<file path="src/rtl/parity_frame_arbiter_if.sv">
// Bus between two serial requesters, the parity arbiter and the downstream result consumer.
// result_valid/result_ready: a result transfers on an edge where both are high; until then the
// arbiter holds result_valid, parity_err and result_src stable and never withdraws result_valid.
interface parity_frame_arbiter_if;
   logic [1:0] req;
   logic [1:0] x;
   logic [1:0] gnt;
   logic       busy;
   logic       result_valid;
   logic       result_ready;
   logic       parity_err;
   logic       result_src;
   logic       abort;
   logic [7:0] err_cnt;

   modport master (
      output req, x, result_ready,
      input  gnt, busy, result_valid, parity_err, result_src, abort, err_cnt
   );

   modport slave (
      input  req, x, result_ready,
      output gnt, busy, result_valid, parity_err, result_src, abort, err_cnt
   );
endinterface

</file>
<file path="src/rtl/parity_frame_arbiter.sv">
// Round-robin arbiter giving two serial requesters turns on one parity checker; each frame is
// DATA_BITS data bits plus a parity bit, and the pass/fail result leaves on a valid/ready handshake.
module parity_frame_arbiter #(
   parameter int DATA_BITS  = 8,
   parameter bit ODD_PARITY = 1'b0
) (
   input logic                   clk,
   input logic                   rst_n,
   parity_frame_arbiter_if.slave bus
);

   localparam int CW = $clog2(DATA_BITS + 1);
   localparam logic [CW-1:0] LAST = CW'(DATA_BITS);

   typedef enum logic [1:0] {
      IDLE   = 2'd0,
      RECV   = 2'd1,
      RESULT = 2'd2
   } state_t;

   state_t        state, state_n;
   logic [1:0]    gnt_q, gnt_n;
   logic          sel_q, sel_n;
   logic          last_src, last_src_n;
   logic [CW-1:0] cnt, cnt_n;
   logic          acc, acc_n;
   logic          rv_q, rv_n;
   logic          perr_q, perr_n;
   logic          rsrc_q, rsrc_n;
   logic          abort_q, abort_n;
   logic [7:0]    err_cnt_q, err_cnt_n;
   logic          pick;
   logic          bit_in;

   // The lane that did not go last has priority; otherwise whichever lane is asking.
   assign pick   = bus.req[~last_src] ? ~last_src : last_src;
   assign bit_in = bus.x[sel_q];

   always_ff @(posedge clk or negedge rst_n) begin
      if (!rst_n) begin
         state <= IDLE;
      end else begin
         state <= state_n;
      end
   end

   always_comb begin
      state_n    = state;
      gnt_n      = gnt_q;
      sel_n      = sel_q;
      last_src_n = last_src;
      cnt_n      = cnt;
      acc_n      = acc;
      rv_n       = rv_q;
      perr_n     = perr_q;
      rsrc_n     = rsrc_q;
      abort_n    = 1'b0;
      err_cnt_n  = err_cnt_q;

      unique case (state)
         IDLE: begin
            if (|bus.req) begin
               sel_n        = pick;
               gnt_n        = 2'b00;
               gnt_n[pick]  = 1'b1;
               cnt_n        = '0;
               acc_n        = 1'b0;
               state_n      = RECV;
            end
         end

         RECV: begin
            if (!bus.req[sel_q]) begin
               // Requester gave up mid-frame: drop the bit on this edge and hand the turn over.
               gnt_n      = 2'b00;
               abort_n    = 1'b1;
               last_src_n = sel_q;
               state_n    = IDLE;
            end else begin
               acc_n = acc ^ bit_in;
               if (cnt == LAST) begin
                  gnt_n   = 2'b00;
                  rv_n    = 1'b1;
                  rsrc_n  = sel_q;
                  perr_n  = acc ^ bit_in ^ ODD_PARITY;
                  state_n = RESULT;
               end else begin
                  cnt_n = cnt + 1'b1;
               end
            end
         end

         RESULT: begin
            if (rv_q && bus.result_ready) begin
               rv_n       = 1'b0;
               last_src_n = rsrc_q;
               if (perr_q && (err_cnt_q != 8'hFF)) begin
                  err_cnt_n = err_cnt_q + 8'd1;
               end
               state_n = IDLE;
            end
         end

         default: begin
            state_n = IDLE;
            gnt_n   = 2'b00;
            rv_n    = 1'b0;
         end
      endcase
   end

   always_ff @(posedge clk or negedge rst_n) begin
      if (!rst_n) begin
         gnt_q     <= 2'b00;
         sel_q     <= 1'b0;
         last_src  <= 1'b1;
         cnt       <= '0;
         acc       <= 1'b0;
         rv_q      <= 1'b0;
         perr_q    <= 1'b0;
         rsrc_q    <= 1'b0;
         abort_q   <= 1'b0;
         err_cnt_q <= 8'd0;
      end else begin
         gnt_q     <= gnt_n;
         sel_q     <= sel_n;
         last_src  <= last_src_n;
         cnt       <= cnt_n;
         acc       <= acc_n;
         rv_q      <= rv_n;
         perr_q    <= perr_n;
         rsrc_q    <= rsrc_n;
         abort_q   <= abort_n;
         err_cnt_q <= err_cnt_n;
      end
   end

   assign bus.gnt          = gnt_q;
   assign bus.busy         = (state != IDLE);
   assign bus.result_valid = rv_q;
   assign bus.parity_err   = perr_q;
   assign bus.result_src   = rsrc_q;
   assign bus.abort        = abort_q;
   assign bus.err_cnt      = err_cnt_q;

endmodule

</file>
<file path="src/flat_wrapper.sv">
// flat-port wrapper written by rule: the top's interface ports become plain ports
module parity_frame_arbiter_flat 
#(
   parameter int DATA_BITS  = 8,
   parameter bit ODD_PARITY = 1'b0
)
  (clk, rst_n, bus_req, bus_x, bus_result_ready, bus_gnt, bus_busy, bus_result_valid, bus_parity_err, bus_result_src, bus_abort, bus_err_cnt);
  parity_frame_arbiter_if bus_i ();
  input logic clk;
  input logic rst_n;
  input wire logic [$bits(bus_i.req)-1:0] bus_req;
  input wire logic [$bits(bus_i.x)-1:0] bus_x;
  input wire logic [$bits(bus_i.result_ready)-1:0] bus_result_ready;
  output wire logic [$bits(bus_i.gnt)-1:0] bus_gnt;
  output wire logic [$bits(bus_i.busy)-1:0] bus_busy;
  output wire logic [$bits(bus_i.result_valid)-1:0] bus_result_valid;
  output wire logic [$bits(bus_i.parity_err)-1:0] bus_parity_err;
  output wire logic [$bits(bus_i.result_src)-1:0] bus_result_src;
  output wire logic [$bits(bus_i.abort)-1:0] bus_abort;
  output wire logic [$bits(bus_i.err_cnt)-1:0] bus_err_cnt;
  assign bus_i.req = bus_req;
  assign bus_i.x = bus_x;
  assign bus_i.result_ready = bus_result_ready;
  assign bus_gnt = bus_i.gnt;
  assign bus_busy = bus_i.busy;
  assign bus_result_valid = bus_i.result_valid;
  assign bus_parity_err = bus_i.parity_err;
  assign bus_result_src = bus_i.result_src;
  assign bus_abort = bus_i.abort;
  assign bus_err_cnt = bus_i.err_cnt;
  parity_frame_arbiter #(.DATA_BITS(DATA_BITS), .ODD_PARITY(ODD_PARITY)) u_core (.clk(clk), .rst_n(rst_n), .bus(bus_i));
endmodule
</file>
<file path="config.mk">
export PLATFORM = sky130hd
export DESIGN_NAME = parity_frame_arbiter_flat
export DESIGN_NICKNAME = d
export VERILOG_FILES = /design/src/rtl/parity_frame_arbiter_if.sv /design/src/rtl/parity_frame_arbiter.sv /design/src/flat_wrapper.sv
export SDC_FILE = /design/constraint.sdc
export NUM_CORES = 1
export LEC_CHECK = 0
export BUFFER_PORTS_ARGS = -buffer_cell sky130_fd_sc_hd__buf_4
export CAP_MARGIN = 0
export CORE_UTILIZATION = 45
export DETAILED_ROUTE_END_ITERATION = 8
export PLACE_DENSITY = 0.64
export SLEW_MARGIN = 25
export SYNTH_ARGS = -nofsm -noshare
export SYNTH_HDL_FRONTEND = slang
export SYNTH_SLANG_ARGS = --single-unit
</file>
<file path="constraint.sdc">
create_clock -name clk -period 1.6 [get_ports clk]
set_input_delay 0.4 -clock clk [delete_from_list [all_inputs] [get_ports clk]]
set_output_delay 0.4 -clock clk [all_outputs]
set_load 0.02 [all_outputs]
</file>
==> results of run 1 <==
-- cell families after synthesis --
group / count (synthesis) / share of synthesized area (%)
mux: 11 / 9.22
flops: 23 / 44.8
xor+xnor: 2 / 1.36
buf+inv: 10 / 4.95
fa+ha+maj: 3 / 2.91
simple gates: 53 / 24.5
compound gates: 26 / 12.3
-- layer usage --
layer | part of all wire (%) | vias to the layer above
li1 | - | 526
met4 | 1.2 | 0
met1 | 47 | 533
met5 | 0 | -
met3 | 2.5 | 4
met2 | 49 | 17
-- flip-flops by register name, indices dropped and copies added, names as in the netlist --
register                 flops
u_core.last_src              1
u_core.cnt                   4
u_core.bus.parity_err        1
u_core.acc                   1
u_core.bus.gnt               2
u_core.sel_q                 1
u_core.bus.abort             1
u_core.state                 2
u_core.bus.result_valid      1
u_core.bus.err_cnt           8
u_core.bus.result_src        1
-- timing repair --
action                                  in CTS  in global routing
pin swaps                                    0                  2
hold buffers                                 1                  0
gates resized for setup                      4                 12
buffers inserted                             2                  3
endpoints found under the setup margin       1                  5
endpoints found under the hold margin       22                  0
-- metrics by stage --
stage               setup WS, ns  total power, mW  instances
floorplan                  0.106             1.42        128
global placement           0.121             1.70        184
detailed placement        0.0544             1.74        184
CTS                     0.000593             2.06        191
global route              -0.100             2.30        194
finish                   0.00812             2.16        194
-- worst min path at each step --
stage / start / endpoint / slack [ns] / cells after the start
after floorplan: rst_n / u_core.acc / 0.10 / 0
after global placement: rst_n / u_core.sel_q / 0.31 / 1
after detailed placement: rst_n / u_core.sel_q / 0.31 / 1
after CTS: bus_result_ready / u_core.bus.err_cnt[0] / 0.41 / 3
after global routing: bus_result_ready / u_core.bus.err_cnt[0] / 0.41 / 3
final: bus_result_ready / u_core.bus.err_cnt[0] / 0.43 / 3
-- layout make-up --
class,count,share of cell area [%]
Sequential cell,23,35.6
Clock buffer,3,1.39
Inverter,6,1.54
Timing Repair Buffer,35,17.0
Tap cell,31,2.39
Multi-Input combinational cell,95,41.8
Clock inverter,1,0.308
-- placed cells by master (no fill, tap or decap), drive strengths merged, types with 4 or more instances in the layout --
cell / Yosys / layout
nand3: 5 / 5
mux2: 7 / 7
mux2i: 4 / 4
o21ai: 9 / 9
nand4: 4 / 4
inv: 6 / 6
dfrtp: 22 / 22
a21oi: 7 / 7
buf: 4 / 34
nand2: 11 / 11
nor2: 9 / 9
nand2b: 5 / 5
-- worst register-to-register path: stages (launching register included) --
cell and delay [ns]:
dfrtp_1 0.43, buf_6 0.13, and3b_2 0.24, nand4_1 0.18
nor2b_1 0.20, mux2_4 0.31
-- power by group through the flow --
stage	registers [mW]	logic [mW]	clock network (mW)
final	0.914	0.952	0.290
after CTS	0.901	0.865	0.299
after global routing	0.934	1.05	0.318
after floorplan	0.948	0.476	0
after global placement	0.906	0.796	0
after detailed placement	0.919	0.817	0
==> metrics.md, run 1 <==
| Metric | Value |
|---|---|
| Outcome | complete, no violations |
| Post-synthesis sequential area ratio | 44.8% |
| Die width | 55.5 µm |
| Ratio of cells with drive above 1 in the final layout | 38.7% |
| Core Box Area | about 0.0027 mm² |
| Die span in y | about 56 µm |
| Aggregate routed wire length | 2920 µm |
| Footprint of the multi-input gates | 679 µm² |
| Number of iterations in the first detailed-routing pass | 4 |
| Share of synthesized registers carrying an async set or reset | 100% |
| Detail-routed net length per standard cell | approximately 15 µm |
| Post-synthesis instance total | 128 |
| Util after Layout | about three fifths |
| Cell Pwr Density | 1330 mW/mm² |
| Post-route cell area | 0.00163 mm² |
| Placer congestion estimate | 0.801 |
| Congestion Overflow GR | 0 |
| Total number of yosys warnings | 0 |
| Cell type contributing the most total cell area after synthesis | dfrtp_1 |
| Number of unique standard cell types used by synthesis | 43 |
| Core Rows | 19 |
| Synthesized Nets | 138 |
| Headroom to the max-slew limit | 71.5% |
| Part of the total power dissipated in the clock network | a little over an eighth |
| Total half-perimeter wirelength after legalization and detailed placement | 2020 µm |
| Final layout net count | 174 |
| Fraction of post-synthesis cell area in the top cell type by area | 42.7% |
| Final Hold Slack | about 0.43 ns |
| Cell area after synthesis | 0.00129 mm² |
| Fraction of power consumed by combinational cells | approximately 44% |
| Leak | 0.760 nW |
| Buffers from clock root to sink, at most | 2 |
| Grt met1 use | 27.2% |
| Most utilized layer in the global route result | met2 |
| Dominant synthesized flop cell | dfrtp_1 |
| Finish-stage setup viols | 0 |
| Vias/cell | 5.57 |
| Number of synthesized flops with an enable pin | 0 |
| Maximum ir drop on the vdd rail | a little under 0.9 mV |
| Critical-path maximum fanout | 4 |
| Ports placed on the boundary | 22 |
| Num CTS Buffers | 3 |
| Drt initial violations | 33 |
| Slowest Stage Delay on Critical Path | approximately 0.43 ns |
| Diode count | 0 |
| Design internal power | 1.31 mW |
| Path type of the worst min-delay path | input port to register |
| Combined flip-flop and latch cell area | 578 µm² |
| Sort of element at the end of the critical path | output port |
| H-tree depth | 1 |
| Share of the clock period used by the worst path | 99.5% |
| Sequential power share | 42.4% |
| First-pass GRT wire length | 4970 µm |
| Gate family responsible for the most delay along the worst path | flip-flops |
| Crit. Startpoint | u_core.state[0] |
| Initial antenna violation count | 0 |
| Gr usage total | 20.2% |
| FF-to-FF path depth | 5 |
| Leading post-synthesis cells by cell area | dfrtp_1 (43%), mux2_2 (6.1%), nand2_1 (3.2%) |
| #FFs+latches synth | 23 |
| Die outline area | 0.00308 mm² |
| Post-route minimum period | 1.59 ns |
| Worst setup endpoint | bus_busy |
| Synthesized area per cell | around 10 µm² |
| Sum of negative setup slack | 0 ns |
| WP data required | 1.20 ns |
| Commonest cells in the netlist | dfrtp_1 (22), nand2_1 (11), nor2_1 (9), o21ai_0 (8) |
| Cell with the biggest individual delay on the critical path | dfrtp_1 |
| Effective utilization at floorplan | 47.1% |
| Total count of hold-check failures in the final report | 0 |
| Sequence of cells on the critical path | buf_4, inv_4, nand2_2, buf_6 |
| Start of the worst register-to-register path | u_core.state[0] |
| Worst reg2reg setup slack | approximately 0.02 ns |
| Slew at the pin closest to its max-slew limit | around 0.42 ns |
| Area after DPL | 0.00150 mm² |
| TritonCTS clock tree | built |
| Met3 track utilization from global routing | 2.58% |
| Unrepaired setup endpoints after global routing | yes |
| Max-cap violations | 0 |
| Clk pin slew, worst setup/hold paths | 0.14 ns |
| CTS root buffer | clkbuf_4 |
| Critical path launch point type | register |
| Most frequent cell after synthesis | dfrtp_1 |
| Pin count of the biggest net entering global routing | 24 |
| Worst R2R End | u_core.bus.err_cnt[6] |
| Total buffers and inverters traversed by the critical path | 3 |
| Post-route clock skew | 0.00393 ns |
| Switching power summed over all nets | 0.847 mW |
| Critical path class | register to output port |
| Antenna violation net count after detailed routing | 0 |
| Overall via count from detail_route | about 1,100 |
| Max frequency | 0.628 GHz |
| Synthesis-to-layout area growth | 26.1% |
| Slew Viols, Final | 0 |
| Sw Ratio | 39.3% |
| Port bufs | 21 |
| Number of remaining DRC errors | 0 |
| Met2 Use GR | 33.2% |
| Crit path depth | 4 |
| Clock sinks | 23 |
| Fill count | 245 |
| Critical path arrival | about 1.2 ns |
| Via count of the first global-routing pass | 1,086 |
| Skew-Pair Late Insertion Delay | about 0.32 ns |
Note: power is estimated with default switching activity, not from simulation.
==> run 2, diff against run 1 <==
--- a/config.mk
+++ b/config.mk
@@ -5,8 +5,9 @@
 export SDC_FILE = /design/constraint.sdc
 export NUM_CORES = 1
 export LEC_CHECK = 0
-export BUFFER_PORTS_ARGS = -buffer_cell sky130_fd_sc_hd__buf_4
+export BUFFER_PORTS_ARGS = -buffer_cell sky130_fd_sc_hd__buf_2
 export CAP_MARGIN = 0
+export CORE_ASPECT_RATIO = 1.2
 export CORE_UTILIZATION = 45
 export DETAILED_ROUTE_END_ITERATION = 8
 export PLACE_DENSITY = 0.64
==> metrics.md, run 2 (synthesis gave the netlist of run 1 again) <==
| Metric | Value |
|---|---|
| Clock sinks | 23 (unchanged) |
| H-tree depth | 1 (unchanged) |
| First-pass GRT wire length | 4500 µm (was 4970 µm) |
| Effective utilization at floorplan | 49.0% (was 47.1%) |
| Drt initial violations | 6 (was 33) |
| Gr usage total | 20.1% (was 20.2%) |
| Leak | 0.732 nW (was 0.760 nW) |
| Finish-stage setup viols | 0 (unchanged) |
| Synthesis-to-layout area growth | 17.5% (was 26.1%) |
| Ratio of cells with drive above 1 in the final layout | 35.0% (was 38.7%) |
| Slew at the pin closest to its max-slew limit | 0.526 ns (was 0.415 ns) |
| Number of iterations in the first detailed-routing pass | 4 (unchanged) |
| Cell Pwr Density | 1300 mW/mm² (was 1330 mW/mm²) |
| Post-route clock skew | 0.00406 ns (was 0.00393 ns) |
| Total count of hold-check failures in the final report | 0 (unchanged) |
| Core Rows | 20 (was 19) |
| Max-cap violations | 0 (unchanged) |
| Buffers from clock root to sink, at most | 2 (unchanged) |
| Max frequency | 0.644 GHz (was 0.628 GHz) |
| Area after DPL | 0.00147 mm² (was 0.00150 mm²) |
| Path type of the worst min-delay path | input port to async pin (was input port to register) |
| Vias/cell | 5.49 (was 5.57) |
| Pin count of the biggest net entering global routing | 24 (unchanged) |
| Critical path class | register to register (was register to output port) |
| Skew-Pair Late Insertion Delay | 0.32 ns (about the same) |
| Start of the worst register-to-register path | u_core.state[0] (unchanged) |
| Die outline area | 0.00308 mm² (about the same) |
| Sort of element at the end of the critical path | register (was output port) |
| Number of remaining DRC errors | 0 (unchanged) |
| Placer congestion estimate | 0.828 (was 0.801) |
| FF-to-FF path depth | 4 (was 5) |
| Diode count | 0 (unchanged) |
| Total half-perimeter wirelength after legalization and detailed placement | 2070 µm (was 2020 µm) |
| Worst reg2reg setup slack | 0.05 ns (was 0.02 ns) |
| Critical path arrival | 1.77 ns (was 1.19 ns) |
| Ports placed on the boundary | 22 (unchanged) |
| Headroom to the max-slew limit | 64.9% (was 71.5%) |
| Initial antenna violation count | 0 (unchanged) |
| Layout Cells excl Fill | 193 (was 194) |
| Worst R2R End | u_core.bus.err_cnt[6] (unchanged) |
| WP data required | 1.82 ns (was 1.20 ns) |
| Maximum ir drop on the vdd rail | 0.790 mV (was 0.868 mV) |
| Die width | 50.9 µm (was 55.5 µm) |
| Port bufs | 21 (unchanged) |
| Cell count after placement | 188 (was 184) |
| Die span in y | 60.6 µm (was 55.5 µm) |
| Most common library cell in the layout ignoring fill and taps | dfrtp_1 (was buf_4) |
| Congestion Overflow GR | 0 (unchanged) |
| Unrepaired setup endpoints after global routing | yes (unchanged) |
| Slew Viols, Final | 0 (unchanged) |
| Crit. Startpoint | u_core.state[0] (unchanged) |
| Overall via count from detail_route | 1,060 (was 1,080) |
| Max FFs per register | 8 (unchanged) |
| Share of the clock period used by the worst path | 97.0% (was 99.5%) |
| Antenna violation net count after detailed routing | 0 (unchanged) |
| Outcome | complete, no violations (unchanged) |
| Total power | 1.97 mW (was 2.16 mW) |
| Num CTS Buffers | 3 (unchanged) |
| Core Box Area | 0.00263 mm² (was 0.00273 mm²) |
| Detail-routed net length per standard cell | 14.2 µm (was 15.0 µm) |
| Post-route minimum period | 1.55 ns (was 1.59 ns) |
| Clk pin slew, worst setup/hold paths | 0.13 ns (was 0.14 ns) |
| Post-route cell area | 0.00151 mm² (was 0.00163 mm²) |
| Via count of the first global-routing pass | 1,026 (was 1,086) |
| Hold buffer count at cts | 0 (was 1) |
| Critical-path maximum fanout | 5 (was 4) |
| CTS root buffer | clkbuf_4 (unchanged) |
| Highest-count cells in the layout ignoring fill and taps | dfrtp_1 (21), buf_2 (20), buf_4 (11), nand2_1 (10), nor2_1 (9) (was buf_4 (31), dfrtp_1 (21), nand2_1 (10), nor2_1 (8), o21ai_0 (8)) |
| Critical path launch point type | register (unchanged) |
| Aggregate routed wire length | 2730 µm (was 2920 µm) |
| Final Hold Slack | 0.0417 ns (was 0.432 ns) |
| TritonCTS clock tree | built (unchanged) |
| Final layout net count | 171 (was 174) |
[run 2: power by group]
| group | total [mW] | switching (mW) | internal [mW] | leakage (nW) |
|---|---|---|---|---|
| clock | 0.271 | 0.177 | 0.0936 | 0.0177 |
| sequential | 0.888 | 0.149 | 0.739 | 0.300 |
| combinational | 0.809 | 0.437 | 0.372 | 0.414 |
| total | 1.97 | 0.763 | 1.20 | 0.732 |
[run 2: area by class of cell]
type                            count  area, µm²
Fill cell                         252       1110
Multi-Input combinational cell     95        651
Sequential cell                    23        578
Timing Repair Buffer               32        194
Tap cell                           33       41.3
Clock buffer                        3       22.5
Inverter                            6       22.5
Clock inverter                      1       5.00
[run 2: routing by layer]
layer	GRT usage, %	up-vias	part of all wire [%]
li1	-	523	-
met1	22.3	506	43
met2	36.8	25	51
met3	2.76	6	3.8
met4	11.9	0	2.1
met5	0	-	0
[run 2: critical path: stages, from the launching register on]
cell	delay (ns)
dfrtp_1	0.46
and3b_2	0.28
nand4_1	0.17
nor2b_1	0.20
mux2_2	0.34
[run 2: repair_timing]
item	in CTS	in global routing
buffers inserted	1	0
pin swaps	0	1
gates resized for setup	4	1
setup endpoints to repair	1	2
cloned	0	0
[run 2: worst max path at each step]
stage | cells after the start | slack (ns) | endpoint
after floorplan | 4 | 0.11 | u_core.bus.err_cnt[1]
after global placement | 4 | 0.07 | u_core.bus.err_cnt[6]
after detailed placement | 4 | 0.05 | u_core.bus.err_cnt[6]
after CTS | 4 | 0.02 | bus_busy
after global routing | 5 | -0.01 | u_core.bus.err_cnt[6]
final | 4 | 0.05 | u_core.bus.err_cnt[6]
[run 2: metrics by stage]
step | TNS, ns | setup slack (ns) | utilization [%]
2_1_floorplan | 0 | 0.106 | -
3_3_place_gp | 0 | 0.0717 | 55.9
3_5_place_dp | 0 | 0.0540 | 55.9
4_1_cts | 0 | 0.0194 | 57.5
5_1_grt | -0.0129 | -0.0129 | 57.6
6_report | 0 | 0.0480 | 57.6
